## src/rtl/wishbone_rr_arbiter_pkg.sv

```systemverilog
// Shared types and constants for the round-robin Wishbone arbiter.
package wb_arb_pkg;

  typedef enum logic [1:0] {
    IDLE    = 2'd0,
    OWNED   = 2'd1,
    RELEASE = 2'd2
  } arb_state_t;

  localparam logic [2:0] CTI_CLASSIC = 3'b000;
  localparam logic [2:0] CTI_CONST   = 3'b001;
  localparam logic [2:0] CTI_INC     = 3'b010;
  localparam logic [2:0] CTI_END     = 3'b111;

  // Width of the optional stall watchdog counter.
  localparam int TMO_CNT_W = 16;

endpackage

```

## src/rtl/wishbone_rr_arbiter_if.sv

```systemverilog
// Bundles the master-array side and the shared slave side of the arbiter.
// Handshake: a beat is offered while cyc & stb are high and completes on the cycle ack or err is high.
interface wishbone_rr_arbiter_if #(
  parameter int NUM_MASTERS = 4,
  parameter int ADDR_WIDTH  = 32,
  parameter int DATA_WIDTH  = 32,
  parameter int SEL_WIDTH   = DATA_WIDTH / 8
);
  logic [NUM_MASTERS-1:0]            m_cyc_i;
  logic [NUM_MASTERS-1:0]            m_stb_i;
  logic [NUM_MASTERS-1:0]            m_we_i;
  logic [NUM_MASTERS*ADDR_WIDTH-1:0] m_addr_i;
  logic [NUM_MASTERS*DATA_WIDTH-1:0] m_data_i;
  logic [NUM_MASTERS*SEL_WIDTH-1:0]  m_sel_i;
  logic [NUM_MASTERS*3-1:0]          m_cti_i;
  logic [NUM_MASTERS-1:0]            m_ack_o;
  logic [NUM_MASTERS-1:0]            m_err_o;
  logic [DATA_WIDTH-1:0]             m_data_o;
  logic                              s_cyc_o;
  logic                              s_stb_o;
  logic                              s_we_o;
  logic [ADDR_WIDTH-1:0]             s_addr_o;
  logic [DATA_WIDTH-1:0]             s_data_o;
  logic [SEL_WIDTH-1:0]              s_sel_o;
  logic [2:0]                        s_cti_o;
  logic [DATA_WIDTH-1:0]             s_data_i;
  logic                              s_ack_i;
  logic                              s_err_i;

  // The arbiter's own view.
  modport slave (
    input  m_cyc_i, m_stb_i, m_we_i, m_addr_i, m_data_i, m_sel_i, m_cti_i,
    input  s_data_i, s_ack_i, s_err_i,
    output m_ack_o, m_err_o, m_data_o,
    output s_cyc_o, s_stb_o, s_we_o, s_addr_o, s_data_o, s_sel_o, s_cti_o
  );

  // The surrounding masters and slave.
  modport master (
    output m_cyc_i, m_stb_i, m_we_i, m_addr_i, m_data_i, m_sel_i, m_cti_i,
    output s_data_i, s_ack_i, s_err_i,
    input  m_ack_o, m_err_o, m_data_o,
    input  s_cyc_o, s_stb_o, s_we_o, s_addr_o, s_data_o, s_sel_o, s_cti_o
  );
endinterface

```

## src/rtl/wishbone_rr_arbiter_picker.sv

```systemverilog
// Combinational round-robin pick: first requester at or after ptr_i, wrapping modulo N.
module rr_priority_picker #(
  parameter int N  = 4,
  parameter int PW = 2
) (
  input  logic [N-1:0]  req_i,
  input  logic [PW-1:0] ptr_i,
  output logic [N-1:0]  pick_o,
  output logic          valid_o
);
  logic [PW:0]   sum;
  logic [PW-1:0] idx;

  always_comb begin
    pick_o  = '0;
    valid_o = 1'b0;
    sum     = '0;
    idx     = '0;
    for (int k = 0; k < N; k++) begin
      sum = {1'b0, ptr_i} + (PW+1)'(k);
      if (sum >= (PW+1)'(N)) sum = sum - (PW+1)'(N);
      idx = sum[PW-1:0];
      if (!valid_o && req_i[idx]) begin
        pick_o[idx] = 1'b1;
        valid_o     = 1'b1;
      end
    end
  end
endmodule

```

## src/rtl/wishbone_rr_arbiter.sv

```systemverilog
// Round-robin arbiter sharing one Wishbone slave among NUM_MASTERS masters.
// Optional stall watchdog enabled by defining WB_ARB_TIMEOUT_EN.
module wishbone_rr_arbiter
  import wb_arb_pkg::*;
#(
  parameter int NUM_MASTERS    = 4,
  parameter int ADDR_WIDTH     = 32,
  parameter int DATA_WIDTH     = 32,
  parameter int SEL_WIDTH      = DATA_WIDTH / 8,
  parameter int TIMEOUT_CYCLES = 255
) (
  input  logic                     clk_i,
  input  logic                     rst_i,
  wishbone_rr_arbiter_if.slave     bus,
  output logic [NUM_MASTERS-1:0]   grant_o,
  output logic                     busy_o,
  output arb_state_t               state_o
);
  localparam int PTR_W = (NUM_MASTERS > 1) ? $clog2(NUM_MASTERS) : 1;

  if (NUM_MASTERS < 2 || NUM_MASTERS > 8 || TIMEOUT_CYCLES < 1 ||
      TIMEOUT_CYCLES >= (1 << TMO_CNT_W)) begin : g_bad_cfg
    $error("wishbone_rr_arbiter: unsupported NUM_MASTERS or TIMEOUT_CYCLES");
  end

  arb_state_t             state_q, state_d;
  logic [NUM_MASTERS-1:0] grant_q, grant_d;
  logic [PTR_W-1:0]       ptr_q, ptr_d, ptr_next;
  logic [NUM_MASTERS-1:0] req_eff, pick;
  logic                   pick_valid;
  logic                   timeout_hit;

  logic                   g_cyc, g_stb, g_we;
  logic [ADDR_WIDTH-1:0]  g_addr;
  logic [DATA_WIDTH-1:0]  g_data;
  logic [SEL_WIDTH-1:0]   g_sel;
  logic [2:0]             g_cti;
  logic [PTR_W-1:0]       g_idx;

  rr_priority_picker #(.N(NUM_MASTERS), .PW(PTR_W)) u_picker (
    .req_i   (req_eff),
    .ptr_i   (ptr_q),
    .pick_o  (pick),
    .valid_o (pick_valid)
  );

  // Select the granted master's request slices; all zero when nobody holds a grant.
  always_comb begin
    g_cyc  = 1'b0;
    g_stb  = 1'b0;
    g_we   = 1'b0;
    g_addr = '0;
    g_data = '0;
    g_sel  = '0;
    g_cti  = '0;
    g_idx  = '0;
    for (int i = 0; i < NUM_MASTERS; i++) begin
      if (grant_q[i]) begin
        g_cyc  = bus.m_cyc_i[i];
        g_stb  = bus.m_stb_i[i];
        g_we   = bus.m_we_i[i];
        g_addr = bus.m_addr_i[i*ADDR_WIDTH +: ADDR_WIDTH];
        g_data = bus.m_data_i[i*DATA_WIDTH +: DATA_WIDTH];
        g_sel  = bus.m_sel_i[i*SEL_WIDTH +: SEL_WIDTH];
        g_cti  = bus.m_cti_i[i*3 +: 3];
        g_idx  = PTR_W'(i);
      end
    end
  end

  assign ptr_next = (g_idx == PTR_W'(NUM_MASTERS - 1)) ? '0 : g_idx + PTR_W'(1);

`ifdef WB_ARB_TIMEOUT_EN
  logic [TMO_CNT_W-1:0]   tmo_cnt_q, tmo_cnt_d;
  logic [NUM_MASTERS-1:0] blocked_q, blocked_d;
  logic                   stall;

  always_comb begin
    stall       = (state_q == OWNED) && g_stb && !bus.s_ack_i && !bus.s_err_i;
    timeout_hit = stall && (tmo_cnt_q == TMO_CNT_W'(TIMEOUT_CYCLES - 1));
    tmo_cnt_d   = tmo_cnt_q;
    if (state_q != OWNED || timeout_hit || bus.s_ack_i || bus.s_err_i) tmo_cnt_d = '0;
    else if (stall) tmo_cnt_d = tmo_cnt_q + TMO_CNT_W'(1);
    // A timed-out master stays locked out until it drops cyc.
    blocked_d   = (blocked_q & bus.m_cyc_i) | (timeout_hit ? grant_q : '0);
    req_eff     = bus.m_cyc_i & ~blocked_q;
  end

  always_ff @(posedge clk_i) begin
    if (rst_i) begin
      tmo_cnt_q <= '0;
      blocked_q <= '0;
    end else begin
      tmo_cnt_q <= tmo_cnt_d;
      blocked_q <= blocked_d;
    end
  end
`else
  assign timeout_hit = 1'b0;
  assign req_eff     = bus.m_cyc_i;
`endif

  always_ff @(posedge clk_i) begin
    if (rst_i) begin
      state_q <= IDLE;
      grant_q <= '0;
      ptr_q   <= '0;
    end else begin
      state_q <= state_d;
      grant_q <= grant_d;
      ptr_q   <= ptr_d;
    end
  end

  always_comb begin
    state_d = state_q;
    grant_d = grant_q;
    ptr_d   = ptr_q;
    case (state_q)
      IDLE: begin
        if (pick_valid) begin
          state_d = OWNED;
          grant_d = pick;
        end
      end
      OWNED: begin
        if (!g_cyc || timeout_hit) begin
          state_d = RELEASE;
          grant_d = '0;
          ptr_d   = ptr_next;
        end
      end
      RELEASE: state_d = IDLE;
      default: begin
        state_d = IDLE;
        grant_d = '0;
      end
    endcase
  end

  always_comb begin
    busy_o       = (state_q == OWNED);
    grant_o      = grant_q;
    state_o      = state_q;
    bus.s_cyc_o  = busy_o & g_cyc;
    bus.s_stb_o  = busy_o & g_stb;
    bus.s_we_o   = busy_o & g_we;
    bus.s_addr_o = busy_o ? g_addr : '0;
    bus.s_data_o = busy_o ? g_data : '0;
    bus.s_sel_o  = busy_o ? g_sel  : '0;
    bus.s_cti_o  = busy_o ? g_cti  : '0;
    bus.m_ack_o  = {NUM_MASTERS{bus.s_ack_i & busy_o}} & grant_q;
    bus.m_err_o  = {NUM_MASTERS{(bus.s_err_i | timeout_hit) & busy_o}} & grant_q;
    bus.m_data_o = bus.s_data_i;
  end
endmodule

```

## src/flat_wrapper.sv

```systemverilog
// flat-port wrapper written by rule: the top's interface ports become plain ports
module wishbone_rr_arbiter_flat import wb_arb_pkg::*;
#(
  parameter int NUM_MASTERS    = 4,
  parameter int ADDR_WIDTH     = 32,
  parameter int DATA_WIDTH     = 32,
  parameter int SEL_WIDTH      = DATA_WIDTH / 8,
  parameter int TIMEOUT_CYCLES = 255
)
  (clk_i, rst_i, grant_o, busy_o, state_o, bus_m_cyc_i, bus_m_stb_i, bus_m_we_i, bus_m_addr_i, bus_m_data_i, bus_m_sel_i, bus_m_cti_i, bus_s_data_i, bus_s_ack_i, bus_s_err_i, bus_m_ack_o, bus_m_err_o, bus_m_data_o, bus_s_cyc_o, bus_s_stb_o, bus_s_we_o, bus_s_addr_o, bus_s_data_o, bus_s_sel_o, bus_s_cti_o);
  wishbone_rr_arbiter_if #(.NUM_MASTERS(NUM_MASTERS), .ADDR_WIDTH(ADDR_WIDTH), .DATA_WIDTH(DATA_WIDTH), .SEL_WIDTH(SEL_WIDTH)) bus_i ();
  input  logic clk_i;
  input  logic rst_i;
  output logic [NUM_MASTERS-1:0] grant_o;
  output logic busy_o;
  output arb_state_t state_o;
  input wire logic [$bits(bus_i.m_cyc_i)-1:0] bus_m_cyc_i;
  input wire logic [$bits(bus_i.m_stb_i)-1:0] bus_m_stb_i;
  input wire logic [$bits(bus_i.m_we_i)-1:0] bus_m_we_i;
  input wire logic [$bits(bus_i.m_addr_i)-1:0] bus_m_addr_i;
  input wire logic [$bits(bus_i.m_data_i)-1:0] bus_m_data_i;
  input wire logic [$bits(bus_i.m_sel_i)-1:0] bus_m_sel_i;
  input wire logic [$bits(bus_i.m_cti_i)-1:0] bus_m_cti_i;
  input wire logic [$bits(bus_i.s_data_i)-1:0] bus_s_data_i;
  input wire logic [$bits(bus_i.s_ack_i)-1:0] bus_s_ack_i;
  input wire logic [$bits(bus_i.s_err_i)-1:0] bus_s_err_i;
  output wire logic [$bits(bus_i.m_ack_o)-1:0] bus_m_ack_o;
  output wire logic [$bits(bus_i.m_err_o)-1:0] bus_m_err_o;
  output wire logic [$bits(bus_i.m_data_o)-1:0] bus_m_data_o;
  output wire logic [$bits(bus_i.s_cyc_o)-1:0] bus_s_cyc_o;
  output wire logic [$bits(bus_i.s_stb_o)-1:0] bus_s_stb_o;
  output wire logic [$bits(bus_i.s_we_o)-1:0] bus_s_we_o;
  output wire logic [$bits(bus_i.s_addr_o)-1:0] bus_s_addr_o;
  output wire logic [$bits(bus_i.s_data_o)-1:0] bus_s_data_o;
  output wire logic [$bits(bus_i.s_sel_o)-1:0] bus_s_sel_o;
  output wire logic [$bits(bus_i.s_cti_o)-1:0] bus_s_cti_o;
  assign bus_i.m_cyc_i = bus_m_cyc_i;
  assign bus_i.m_stb_i = bus_m_stb_i;
  assign bus_i.m_we_i = bus_m_we_i;
  assign bus_i.m_addr_i = bus_m_addr_i;
  assign bus_i.m_data_i = bus_m_data_i;
  assign bus_i.m_sel_i = bus_m_sel_i;
  assign bus_i.m_cti_i = bus_m_cti_i;
  assign bus_i.s_data_i = bus_s_data_i;
  assign bus_i.s_ack_i = bus_s_ack_i;
  assign bus_i.s_err_i = bus_s_err_i;
  assign bus_m_ack_o = bus_i.m_ack_o;
  assign bus_m_err_o = bus_i.m_err_o;
  assign bus_m_data_o = bus_i.m_data_o;
  assign bus_s_cyc_o = bus_i.s_cyc_o;
  assign bus_s_stb_o = bus_i.s_stb_o;
  assign bus_s_we_o = bus_i.s_we_o;
  assign bus_s_addr_o = bus_i.s_addr_o;
  assign bus_s_data_o = bus_i.s_data_o;
  assign bus_s_sel_o = bus_i.s_sel_o;
  assign bus_s_cti_o = bus_i.s_cti_o;
  wishbone_rr_arbiter #(.NUM_MASTERS(NUM_MASTERS), .ADDR_WIDTH(ADDR_WIDTH), .DATA_WIDTH(DATA_WIDTH), .SEL_WIDTH(SEL_WIDTH), .TIMEOUT_CYCLES(TIMEOUT_CYCLES)) u_core (.clk_i(clk_i), .rst_i(rst_i), .bus(bus_i), .grant_o(grant_o), .busy_o(busy_o), .state_o(state_o));
endmodule
```

## config.mk

```make
export PLATFORM = sky130hd
export DESIGN_NAME = wishbone_rr_arbiter_flat
export DESIGN_NICKNAME = d
export VERILOG_FILES = /design/src/rtl/wishbone_rr_arbiter_pkg.sv /design/src/rtl/wishbone_rr_arbiter_if.sv /design/src/rtl/wishbone_rr_arbiter_picker.sv /design/src/rtl/wishbone_rr_arbiter.sv /design/src/flat_wrapper.sv
export SDC_FILE = /design/constraint.sdc
export NUM_CORES = 1
export LEC_CHECK = 0
export CORE_AREA = 2 2 174 176
export DETAILED_ROUTE_END_ITERATION = 10
export DIE_AREA = 0 0 176 178
export PLACE_DENSITY = 0.4
export SLEW_MARGIN = 20
export SYNTH_ARGS = -nofsm -noshare
export SYNTH_HDL_FRONTEND = slang
export SYNTH_SLANG_ARGS = --single-unit
```

## constraint.sdc

```tcl
create_clock -name clk_i -period 2.3 [get_ports clk_i]
set_input_delay 0.23 -clock clk_i [delete_from_list [all_inputs] [get_ports clk_i]]
set_output_delay 0.23 -clock clk_i [all_outputs]
set_load 0.03 [all_outputs]
```

==> results.toml, run 1 <==
[clock_tree]
cts-root-buf = "clkbuf_16"
numCtsBuffers = 3
clk_pin_slew_ps = 40
clock_path_buffers = 2
clock_latency_ps = 240
cts_tree = "done"
ctsHoldBuffers = 0
htree_levels = 1
cts.sinks = 8

[detailed_routing]
dr.pass1.iters = 4
drt-wirelength-per-cell_um = 18.6
vias = 5428
drt-initial-drc-count = 262
route.detailed.drc = 0
wirelength_um = 23500
ant_nets = 0
via_per_inst = 4.28

[synthesis]
synth_top_flop_cell = "dfxtp_1"
netlist.top_cell.by_area = "a221oi_1"
synthAdderAreaFrac_pct = 2.74
ys_seq_area_share_pct = 5.02
async_flop_share_pct = 0
synth_area_per_cell_um2 = 5.78
synth_area_leaders = "a221oi_1, nor2_1, a21oi_1"
synth.distinct_cells = 35
synth_compound_area_share_pct = 36.2
synthMuxAreaShare_pct = 2.74
ys_warn_count = 0
yosysTopAreaCellShare_pct = 20.0
synth_edf_count = 0
yosys.area_share.simple_pct = 36.9
synthXorXnorAreaFrac_pct = 0
syn_area_um2 = 3190
synth_fp_nets = 891
postSynthRegisterBits = 8
synth_top_family_by_area = "simple AND/OR/NAND/NOR gates"
synth_cells = 552

[pwr]
powerDensity_nw_per_um2 = 494
p_leak_nw = 2.81
power_mw = 3.68
ir_drop_v = 0.000199

[sta]
finalCriticalPeriod_ps = 2200
hold_violations = 0
finalSetupViolCount = 0
worstMarginPinSlew_ps = 576
setup_tns_ps = 0
max_slew_margin_pct = 61.6
clock.fmax_mhz = 455
fin_crit_sh_pct = 95.6
rsz0062_at_grt = "no"
skew_ps = 1.02
report.final.slew_viol_count = 0

[die]
io-pin-count = 453
initial_utilization_pct = 10.9
die_x_um = 176
core_area_um2 = 29400
die_area_um2 = 31300
std_cell_rows = 63
die_y_um = 178

[grt]
antenna_found_initial = 0
grt_pass1_vias = 5219
grt.total_usage_pct = 13.4
grt-ovfl-total = 0
grt_max_degree = 63
grt_pass1_wl_um = 32300

[final_layout]
final_util_pct = 25.4
syn2layout_area_growth_pct = 134
nets = 1218
num-fill-cells = 3279
drive_gt1_share_pct = 12.2
antennaDiodeCount = 0

[hold_path]
min_from = "bus_s_data_i[0]"
hold_class = "input pin to primary output"

[critical_path]
cp_max_fo = 10
crit_path_end_kind = "primary output"
critPathLaunch = "u_core.state_o[1]"
arrival_ps = 1970
rr_startpoint = "u_core.ptr_q[0]"
start_kind = "flip-flop"
required_ps = 2070
path_class = "flip-flop to primary output"

[placement]
globalplace.congestion = 0.744
dp_hpwl_um = 18100
io_buffers = 388

[job]
cap_violations = 0

[status]
status = "complete, no violations"
## worst max-delay path, cell delays in order, from the launching register on
cell             delay, ps
dfxtp_1                440
nand2b_4               200
clkinv_1               220
and3_1                 260
clkdlybuf4s50_1        600
## area by class of cell
type | count | area [µm²] | area share (%)
flip-flops and latches | 8 | 171 | 2.30
repair buffers | 414 | 4140 | 55.5
clock buffers | 4 | 78.8 | 1.06
inverters | 8 | 30.0 | 0.403
multi-input cells | 444 | 2550 | 34.2
well taps | 390 | 488 | 6.54
## Yosys cell counts (2+ instances only)
master    instances
nor2_1          154
a21oi_1          79
nor3_1           75
a221oi_1         73
clkbuf_1         42
buf_4            33
buf_2            14
nand2_1          11
and3_1            8
dfxtp_1           8
ha_1              7
inv_1             7
o22ai_1           5
a211o_1           4
nand3b_1          4
mux4_2            3
nand2b_1          3
nor2b_1           3
buf_1             2
mux2i_1           2
## repair_timing
action | 4_1_cts | 5_1_grt
gates resized for setup | 14 | 5
buffers inserted | 0 | 2
gates cloned | 0 | 0
hold endpoints to repair | 0 | 0
setup endpoints to repair | 13 | 14
## placed cells by master (no fill, tap or decap), types with 2 or more instances in the layout
cell type | Yosys | layout
a221oi_1 | 73 | 70
dfxtp_1 | 8 | 5
dlymetal6s2s_1 | 0 | 2
buf_12 | 0 | 16
inv_1 | 7 | 6
dlygate4sd2_1 | 0 | 12
a221oi_2 | 0 | 3
nor2_1 | 154 | 154
clkdlybuf4s50_1 | 0 | 314
nand2b_1 | 3 | 2
a21oi_1 | 79 | 79
buf_4 | 33 | 68
nand2_1 | 11 | 11
a211o_1 | 4 | 4
nor3_1 | 75 | 74
and3_1 | 8 | 8
ha_1 | 7 | 7
dfxtp_4 | 0 | 3
clkbuf_16 | 0 | 3
nand3b_1 | 4 | 4
o22ai_1 | 5 | 5
mux4_2 | 3 | 3
nor2b_1 | 3 | 2
mux2i_1 | 2 | 2
## report_power, final
group          internal [mW]  switching, mW  total (mW)
sequential             0.165         0.0414       0.207
clock                  0.232         0.0768       0.309
combinational           1.46           1.70        3.17
total                   1.86           1.82        3.68
## worst paths after layout
| kind | endpoint | slack, ps | cells past startpoint |
|---|---|---|---|
| setup reg to reg | u_core.grant_o[2] | 310 | 7 |
| hold reg to reg | u_core.grant_o[0] | 610 | 2 |
| setup / recovery | bus_m_err_o[0] | 100 | 4 |
| hold / removal | bus_m_data_o[0] | 460 | 0 |
## registers in the layout, summed over array words and instances, names as in the netlist
register	flops
u_core.grant_o	4
u_core.ptr_q	2
u_core.state_o	2
## metrics by stage
step | instance area [µm²] | cells | hold slack [ps] | worst slack, ps
floorplan | 3190 | 552 | 302 | 178
CTS | 7400 | 1266 | 460 | -22.2
global route | 7460 | 1268 | 460 | 3.25
detailed placement | 7330 | 1262 | 460 | -32.6
finish | 7460 | 1268 | 460 | 102
global placement | 7330 | 1262 | 460 | -43.4
## metal layers
| metal | wire length (µm) | track usage, % | vias to the layer above |
|---|---|---|---|
| met2 | 11800 | 24.9 | 264 |
| met3 | 1810 | 2.71 | 34 |
| met4 | 487 | 3.37 | 0 |
| met1 | 9440 | 15.7 | 2474 |
| li1 | - | - | 2656 |
| met5 | 0 | 0 | - |
## logic make-up after synthesis
logic type      count (synthesis)
buf+inv                       100
mux                             5
compound gates                168
fa+ha+maj                       7
simple gates                  264
flops                           8
Note: power is estimated with default switching activity, not from simulation.
==> run 2: changes to the inputs <==
Settings changed: GPL_TIMING_DRIVEN set to 0.
==> results.toml, run 2 (same netlist as run 1, synthesis figures left out) <==
[clock_tree]
cts_tree = "done"
clock_latency_ps = 230
clk_pin_slew_ps = 40
ctsHoldBuffers = 0
numCtsBuffers = 3
cts.sinks = 8
clock_path_buffers = 2
htree_levels = 1
cts-root-buf = "clkbuf_16"

[sta]
worstMarginPinSlew_ps = 613
fin_crit_sh_pct = 96.8
finalCriticalPeriod_ps = 2230
rsz0062_at_grt = "yes"
skew_ps = 3.53
clock.fmax_mhz = 449
max_slew_margin_pct = 59.1
timing.hold.ws_ps = 521
hold_violations = 0
finalSetupViolCount = 0
report.final.slew_viol_count = 0
layout_setup_ws_ps = 72.5

[detailed_routing]
drt-wirelength-per-cell_um = 20.4
wirelength_um = 28000
drt-initial-drc-count = 296
via_per_inst = 4.32
route.detailed.drc = 0
vias = 5915
ant_nets = 0
dr.pass1.iters = 5

[critical_path]
required_ps = 2070
path_class = "flip-flop to primary output"
reg2reg_to = "u_core.grant_o[3]"
cp_max_fo = 10
r2r_slack_ps = 110
rr_startpoint = "u_core.ptr_q[1]"
arrival_ps = 2000
start_kind = "flip-flop"
r2r_cells = 6
crit_path_end_kind = "primary output"

[die]
initial_utilization_pct = 10.9
die_area_um2 = 31300
std_cell_rows = 63
die_y_um = 178
core_area_um2 = 29400
io-pin-count = 453
die_x_um = 176

[hold_path]
worstHoldPathCells = 1
min_from = "u_core.grant_o[0]"
hold_class = "flip-flop to flip-flop"
whs_endpoint = "u_core.grant_o[0]"

[placement]
globalplace.congestion = 0.810
io_buffers = 420
place_area_um2 = 7890
dp_hpwl_um = 22700
place_ws_ps = -824
dp.cells = 1362

[grt]
grt_max_degree = 11
antenna_found_initial = 0
grt_pass1_vias = 5964
grt.total_usage_pct = 16.4
grt_pass1_wl_um = 38900
grt-ovfl-total = 0

[final_layout]
final_area_um2 = 8110
final_cell_mix = "clkdlybuf4s50_1, nor2_1, a21oi_1, nor3_1, a221oi_1"
final_util_pct = 27.6
largest_reg_flops = 4
syn2layout_area_growth_pct = 154
nets = 1321
mostFrequentLayoutCell = "clkdlybuf4s50_1"
stdcell_count = 1370
drive_gt1_share_pct = 21.1
antennaDiodeCount = 0

[pwr]
powerDensity_nw_per_um2 = 485
p_leak_nw = 3.17
ir_drop_v = 0.000226

[status]
status = "complete, no violations"

[job]
cap_violations = 0
run 2: area by class of cell:
type                       instances  area (µm²)
buffer                            92         659
inverter                           8        33.8
timing repair buffer             425        4000
sequential                         8         161
tap                              390         488
multi-input combinational        444        2690
clock buffer                       3        75.1
fill                            3293       21300
run 2: critical path, cell delays in order, from the launching register on:
cell	delay, ps
dfxtp_1	320
buf_8	140
buf_4	150
clkbuf_2	240
a221oi_4	360
nor3_1	70
a21oi_1	140
nor2_1	50
clkdlybuf4s15_2	280
run 2: worst max path at each step:
stage | end | startpoint | cells after the start | slack, ps
floorplan | bus_s_addr_o[23] | u_core.grant_o[1] | 7 | 180
global placement | bus_s_data_o[31] | u_core.grant_o[1] | 9 | -820
detailed placement | bus_s_data_o[31] | u_core.grant_o[1] | 9 | -820
CTS | bus_s_data_o[20] | u_core.grant_o[1] | 9 | -60
global route | bus_s_addr_o[0] | u_core.grant_o[1] | 9 | -40
finish | bus_s_addr_o[7] | u_core.grant_o[1] | 8 | 70
run 2: repair_timing:
action / CTS / global route
buffers inserted: 1 / 3
resized for setup: 356 / 109
endpoints found under the setup margin: 83 / 72
pin swaps: 5 / 6
gates cloned: 1 / 0
run 2: routing by layer:
layer / vias to the layer above / routed length, µm / global-route usage [%]
met3: 12 / 2230 / 3.28
met4: 0 / 269 / 1.31
met1: 2727 / 11100 / 19.7
met2: 312 / 14400 / 31.0
met5: - / 0 / 0
li1: 2864 / - / -
run 2: metrics by stage:
| stage | power, mW | TNS, ps |
|---|---|---|
| after floorplan | 2.01 | 0 |
| after global placement | 3.55 | -47300 |
| after detailed placement | 3.54 | -47560 |
| after CTS | 3.91 | -168 |
| after global routing | 4.25 | -89.7 |
| final | 3.93 | 0 |
run 2: where the power goes:
group / internal, mW / leakage [nW] / switching, mW / total [mW]
clock network: 0.224 / 0.0370 / 0.0629 / 0.287
logic: 1.54 / 3.06 / 1.90 / 3.44
registers: 0.164 / 0.0659 / 0.0346 / 0.199
